<file path="config.mk">
export PLATFORM = sky130hd
export DESIGN_NAME = modn_down_timer
export DESIGN_NICKNAME = d
export VERILOG_FILES = /design/src/rtl/modn_down_pkg.sv /design/src/rtl/wrap_counter.sv /design/src/rtl/modn_down_timer.sv
export SDC_FILE = /design/constraint.sdc
export NUM_CORES = 1
export LEC_CHECK = 0
export ABC_AREA = 1
export BUFFER_PORTS_ARGS = -buffer_cell sky130_fd_sc_hd__buf_2
export CORE_UTILIZATION = 56
export CTS_BUF_LIST = sky130_fd_sc_hd__clkbuf_8
export DETAILED_ROUTE_END_ITERATION = 8
export PLACE_DENSITY = 0.82
export SYNTH_ARGS = -nofsm -noshare
export SYNTH_HDL_FRONTEND = slang
export SYNTH_SLANG_ARGS = --single-unit
</file>
<file path="constraint.sdc">
create_clock -name clk -period 1.67 [get_ports clk]
set_input_delay 0.334 -clock clk [delete_from_list [all_inputs] [get_ports clk]]
set_output_delay 0.334 -clock clk [all_outputs]
set_load 0.01 [all_outputs]
</file>
<file path="src/rtl/modn_down_pkg.sv">
// Shared types and defaults for the modulo-N down timer.
package modn_down_pkg;

  localparam int unsigned DEF_WIDTH  = 8;
  localparam int unsigned DEF_WRAP_W = 8;

  typedef enum logic [1:0] {
    IDLE = 2'd0,
    RUN  = 2'd1,
    DONE = 2'd2
  } state_e;

endpackage

</file>
<file path="src/rtl/wrap_counter.sv">
// Free-running up counter of auto-reload events, wrapping at 2^WRAP_W.
module wrap_counter
  import modn_down_pkg::*;
#(
  parameter int unsigned WRAP_W = DEF_WRAP_W
) (
  input  logic              clk,
  input  logic              rst_n,
  input  logic              inc_i,
  output logic [WRAP_W-1:0] count_o
);

  logic [WRAP_W-1:0] count_q;
  logic [WRAP_W-1:0] count_d;

  always_comb begin
    count_d = count_q;
    if (inc_i) begin
      count_d = count_q + WRAP_W'(1);
    end
  end

  always_ff @(posedge clk or negedge rst_n) begin
    if (!rst_n) begin
      count_q <= '0;
    end else begin
      count_q <= count_d;
    end
  end

  assign count_o = count_q;

endmodule

</file>
<file path="src/rtl/modn_down_timer.sv">
// Modulo-N down counter with one-shot / auto-reload modes and a registered
// terminal-count pulse; load always takes priority.
module modn_down_timer
  import modn_down_pkg::*;
#(
  parameter int unsigned WIDTH  = DEF_WIDTH,
  parameter int unsigned WRAP_W = DEF_WRAP_W
) (
  input  logic              clk,
  input  logic              rst_n,
  input  logic              en,
  input  logic              load,
  input  logic [WIDTH-1:0]  load_val,
  input  logic [WIDTH-1:0]  mod_n,
  input  logic              one_shot,
  output logic [WIDTH-1:0]  count,
  output logic              tc,
  output logic              busy,
  output logic              done,
  output logic [WRAP_W-1:0] wraps
);

  state_e           state_q, state_d;
  logic [WIDTH-1:0] count_q, count_d;
  logic             mode_q, mode_d;
  logic             tc_q, tc_d;
  logic             wrap_inc;
  logic [WIDTH-1:0] reload_val;
  logic [WIDTH-1:0] load_clip;

  // mod_n == 0 behaves as a modulus of 1, so the reload value is 0.
  assign reload_val = (mod_n == '0) ? '0 : (mod_n - WIDTH'(1));
  assign load_clip  = (load_val > reload_val) ? reload_val : load_val;

  always_comb begin
    state_d  = state_q;
    count_d  = count_q;
    mode_d   = mode_q;
    tc_d     = 1'b0;
    wrap_inc = 1'b0;
    if (load) begin
      state_d = RUN;
      count_d = load_clip;
      mode_d  = one_shot;
    end else begin
      case (state_q)
        RUN: begin
          if (en) begin
            if (count_q != '0) begin
              count_d = count_q - WIDTH'(1);
            end else begin
              tc_d = 1'b1;
              if (mode_q) begin
                state_d = DONE;
              end else begin
                count_d  = reload_val;
                wrap_inc = 1'b1;
              end
            end
          end
        end
        IDLE, DONE: ;
        default: state_d = IDLE;
      endcase
    end
  end

  always_ff @(posedge clk or negedge rst_n) begin
    if (!rst_n) begin
      state_q <= IDLE;
      count_q <= '0;
      mode_q  <= 1'b0;
      tc_q    <= 1'b0;
    end else begin
      state_q <= state_d;
      count_q <= count_d;
      mode_q  <= mode_d;
      tc_q    <= tc_d;
    end
  end

  wrap_counter #(
    .WRAP_W (WRAP_W)
  ) u_wrap_counter (
    .clk     (clk),
    .rst_n   (rst_n),
    .inc_i   (wrap_inc),
    .count_o (wraps)
  );

  assign count = count_q;
  assign tc    = tc_q;
  assign busy  = (state_q == RUN);
  assign done  = (state_q == DONE);

endmodule

</file>
==> results.py <==
metrics = {
    "logic_synthesis": {
        "synth-seq-cells": 20,
        "synth_top_family_by_area": "simple AND/OR/NAND/NOR gates",
        "synthSimpleGateAreaFrac": 0.399,
        "ys_types": 31,
        "synth_nets": 295,
        "syn-mean-instance-area_um2": 6.89,
        "synthMuxAreaShare": 0.00557,
        "synth-compound-area-share": 0.0919,
        "synth_area_um2": 1800,
        "yosys_warnings": 0,
        "synth-adder-area-share": 0.0905,
        "yosysSeqAreaShare": 0.278,
        "syn_inst": 261,
        "synth_xor_area_frac": 0.0438,
    },
    "route": {
        "avgViaCountPerCell": 5.77,
        "highest_layer": "met4",
        "drtPass1Iterations": 5,
        "vias": 2200,
        "met3_length_um": 435,
        "m1WireLength_um": 2320,
        "wl_um": 6150,
        "route.detailed.drc": 0,
        "wl_per_cell_um": 16.1,
        "postRouteAntennaNets": 0,
        "drt_iter0_markers": 228,
        "wl_met2_um": 3060,
    },
    "grt": {
        "grt_usage": 0.308,
        "grt_max_degree": 21,
        "grt_overflow_total": 0,
        "grt_pass1_wl_um": 8050,
        "antenna_found_initial": 0,
        "grt_pass1_vias": 1909,
    },
    "cts": {
        "clkSinkCount": 20,
        "cts_hold_buffers": 0,
        "cts_tree": "yes",
        "numCtsBuffers": 3,
        "path_clk_slew_ns": 0.08,
        "clk_latency_ns": 0.26,
        "root_buffer": "clkbuf_8",
        "cts_buffer_depth": 2,
        "htreeDepth": 1,
    },
    "place": {
        "io_buffers": 39,
        "place_congestion": 0.921,
        "dpl.hpwl_um": 3740,
        "placed_cells_incl_taps": 371,
        "place_area_um2": 2430,
    },
    "setup_path": {
        "rrSetupSlack_ns": -0.10,
        "end_kind": "register",
        "critPathMaxStageDelay_ns": 0.30,
        "arrival_ns": 2.34,
        "reg2reg_from": "count[0]",
        "rr_endpoint": "count[2]",
        "required_ns": 1.87,
        "crit_type": "input port to register",
        "r2r_cells": 9,
        "cp-startpoint": "mod_n[1]",
        "startpoint_type": "input port",
        "worstPathCellList": "buf_2 > buf_4 > nor2_4 > nand3_2 > o21bai_2 > nand3_4 > ha_4 > nand2_4 > nor2_4 > buf_4 > nand4_4 > nand3_1 > nand3_1 > a21oi_2",
        "slowest_stage": "ha_4",
        "worstPathMaxFanout": 4,
    },
    "cells_and_area": {
        "nets": 372,
        "final_cells": 381,
        "final_core_util": 0.889,
        "drive_above_1_share": 0.433,
        "final_common_cell": "nand2_1",
        "layout_common_cells": "nand2_1, buf_2, inv_1",
        "diodes": 0,
        "postLayoutCellArea_um2": 2710,
        "area_delta_synth_final_pct": 50.9,
    },
    "die": {
        "fp-row-count": 20,
        "die_y_um": 58.7,
        "core_area_um2": 3050,
        "die-area_um2": 3440,
        "start_util": 0.589,
        "die_x_um": 58.7,
        "ioPinCount": 40,
    },
    "pwr": {
        "pwr-share-seq": 0.311,
        "switching_power_mw": 0.685,
        "power.density_nw_per_um2": 689,
        "p_leak_nw": 1.46,
        "internal-power_mw": 1.18,
        "combinationalPowerShare": 0.426,
        "p_clk_frac": 0.263,
        "sw_frac_of_total": 0.367,
        "peakVddDrop_v": 0.000435,
    },
    "timing": {
        "max_freq_mhz": 467,
        "period_needed_ns": 2.14,
        "finalCritPeriodShare": 1.28,
        "slew-limit-headroom": 0.699,
        "rsz0062_at_grt": "yes",
        "setup_ws_ns": -0.472,
        "worst_clock_skew_ns": 0.00221,
        "slew_viol_final": 0,
        "timing.final.hold_violations": 0,
        "finalSetupViolations": 8,
        "max_slew.worst_pin.slew_ns": 0.452,
    },
    "run": {
        "drv_cap": 0,
    },
    "status": {
        "status": "complete, but fails checks",
        "violations": "setup timing",
    },
    "hold_path": {
        "hp-class": "input port to asynchronous set/reset pin",
    },
}
[per-stage QoR]
stage	total power, mW	hold WS [ns]	setup TNS, ns	setup slack [ns]
2_1_floorplan	0.980	0.0384	-3.39	-0.480
3_3_place_gp	1.22	0.307	-5.12	-0.671
3_5_place_dp	1.25	0.309	-5.61	-0.727
4_1_cts	1.76	0.0277	-2.36	-0.320
5_1_grt	1.95	0.0477	-4.19	-0.588
6_report	1.87	0.00982	-3.36	-0.472
[cells in the mapped netlist]
| cell | instances | share of area |
|---|---|---|
| nand3_1 | 30 | 0.084 |
| mux2i_1 | 1 | 0.0056 |
| o21bai_1 | 1 | 0.0042 |
| a21oi_1 | 21 | 0.058 |
| nand4_1 | 6 | 0.021 |
| a21oi_4 | 1 | 0.0090 |
| nand2_1 | 65 | 0.14 |
| nand2_2 | 4 | 0.014 |
| or2_2 | 1 | 0.0035 |
| nor2_4 | 3 | 0.019 |
| ha_1 | 13 | 0.090 |
| xor2_1 | 7 | 0.034 |
| nor2_2 | 2 | 0.0070 |
| nor3_2 | 1 | 0.0056 |
| nand4_2 | 1 | 0.0070 |
| dfrtp_1 | 20 | 0.28 |
| nor2_1 | 25 | 0.052 |
| xnor2_1 | 2 | 0.0097 |
| inv_1 | 38 | 0.079 |
| nand2_4 | 1 | 0.0063 |
| or2_0 | 1 | 0.0035 |
| a21o_1 | 1 | 0.0042 |
| nor2_8 | 2 | 0.022 |
| inv_2 | 2 | 0.0042 |
| clkbuf_1 | 1 | 0.0021 |
| buf_2 | 2 | 0.0056 |
| nand3_4 | 1 | 0.0097 |
| a21oi_2 | 1 | 0.0049 |
| and3_1 | 1 | 0.0035 |
| o21ai_0 | 4 | 0.011 |
| nor3_1 | 2 | 0.0056 |
[how the worst max path moves through the flow]
| stage | end | slack (ns) | cells past startpoint |
|---|---|---|---|
| global placement | count[7] | -0.67 | 16 |
| floorplan | count[7] | -0.48 | 16 |
| CTS | count[7] | -0.32 | 15 |
| detailed placement | count[7] | -0.73 | 17 |
| global route | count[7] | -0.59 | 21 |
| finish | count[3] | -0.47 | 14 |
[what timing repair did]
action / in CTS / in global routing
pin swaps: 8 / 14
resized for setup: 12 / 24
gates cloned: 2 / 1
setup buffers: 1 / 2
endpoints found under the hold margin: 0 / 0
endpoints found under the setup margin: 8 / 10
[area by class of cell]
cell class	instances	area, µm²
fillers	150	340
flip-flops and latches	20	500
repair buffers	72	453
multi-input cells	201	1480
well taps	44	55.1
clock buffers	3	41.3
clock inverters	1	30.0
inverters	40	154
[flip-flops by register name (all words and copies together) (netlist names)]
name and flops:
tc 1, mode_q 1, count 8, u_wrap_counter.count_o 8
state_q 2
[worst max-delay path: cells and delay by family]
family                     cells  cell delay (ns)
AOI/OAI and AO/OA              2             0.36
and+or+nand+nor                8             0.94
adders and majority gates      1             0.30
buffers and inverters          3             0.39
[per-layer routing]
metal / track usage / up-vias
li1: - / 995
met3: 0.0396 / 38
met5: 0 / -
met2: 0.558 / 146
met1: 0.365 / 1021
met4: 0.129 / 0
[cell families after synthesis]
family | after synthesis
buf+inv | 43
simple gates | 146
fa+ha+maj | 13
xor+xnor | 9
flops | 20
mux | 1
compound gates | 29
[power by group through the flow]
| stage | sequential, mW | clock, mW | combinational, mW |
|---|---|---|---|
| 3_5_place_dp | 0.589 | 0 | 0.657 |
| 3_3_place_gp | 0.585 | 0 | 0.634 |
| 5_1_grt | 0.585 | 0.504 | 0.861 |
| 2_1_floorplan | 0.620 | 0 | 0.360 |
| 6_report | 0.581 | 0.492 | 0.796 |
| 4_1_cts | 0.579 | 0.487 | 0.692 |
No activity file was read; power rests on OpenSTA's default activity.
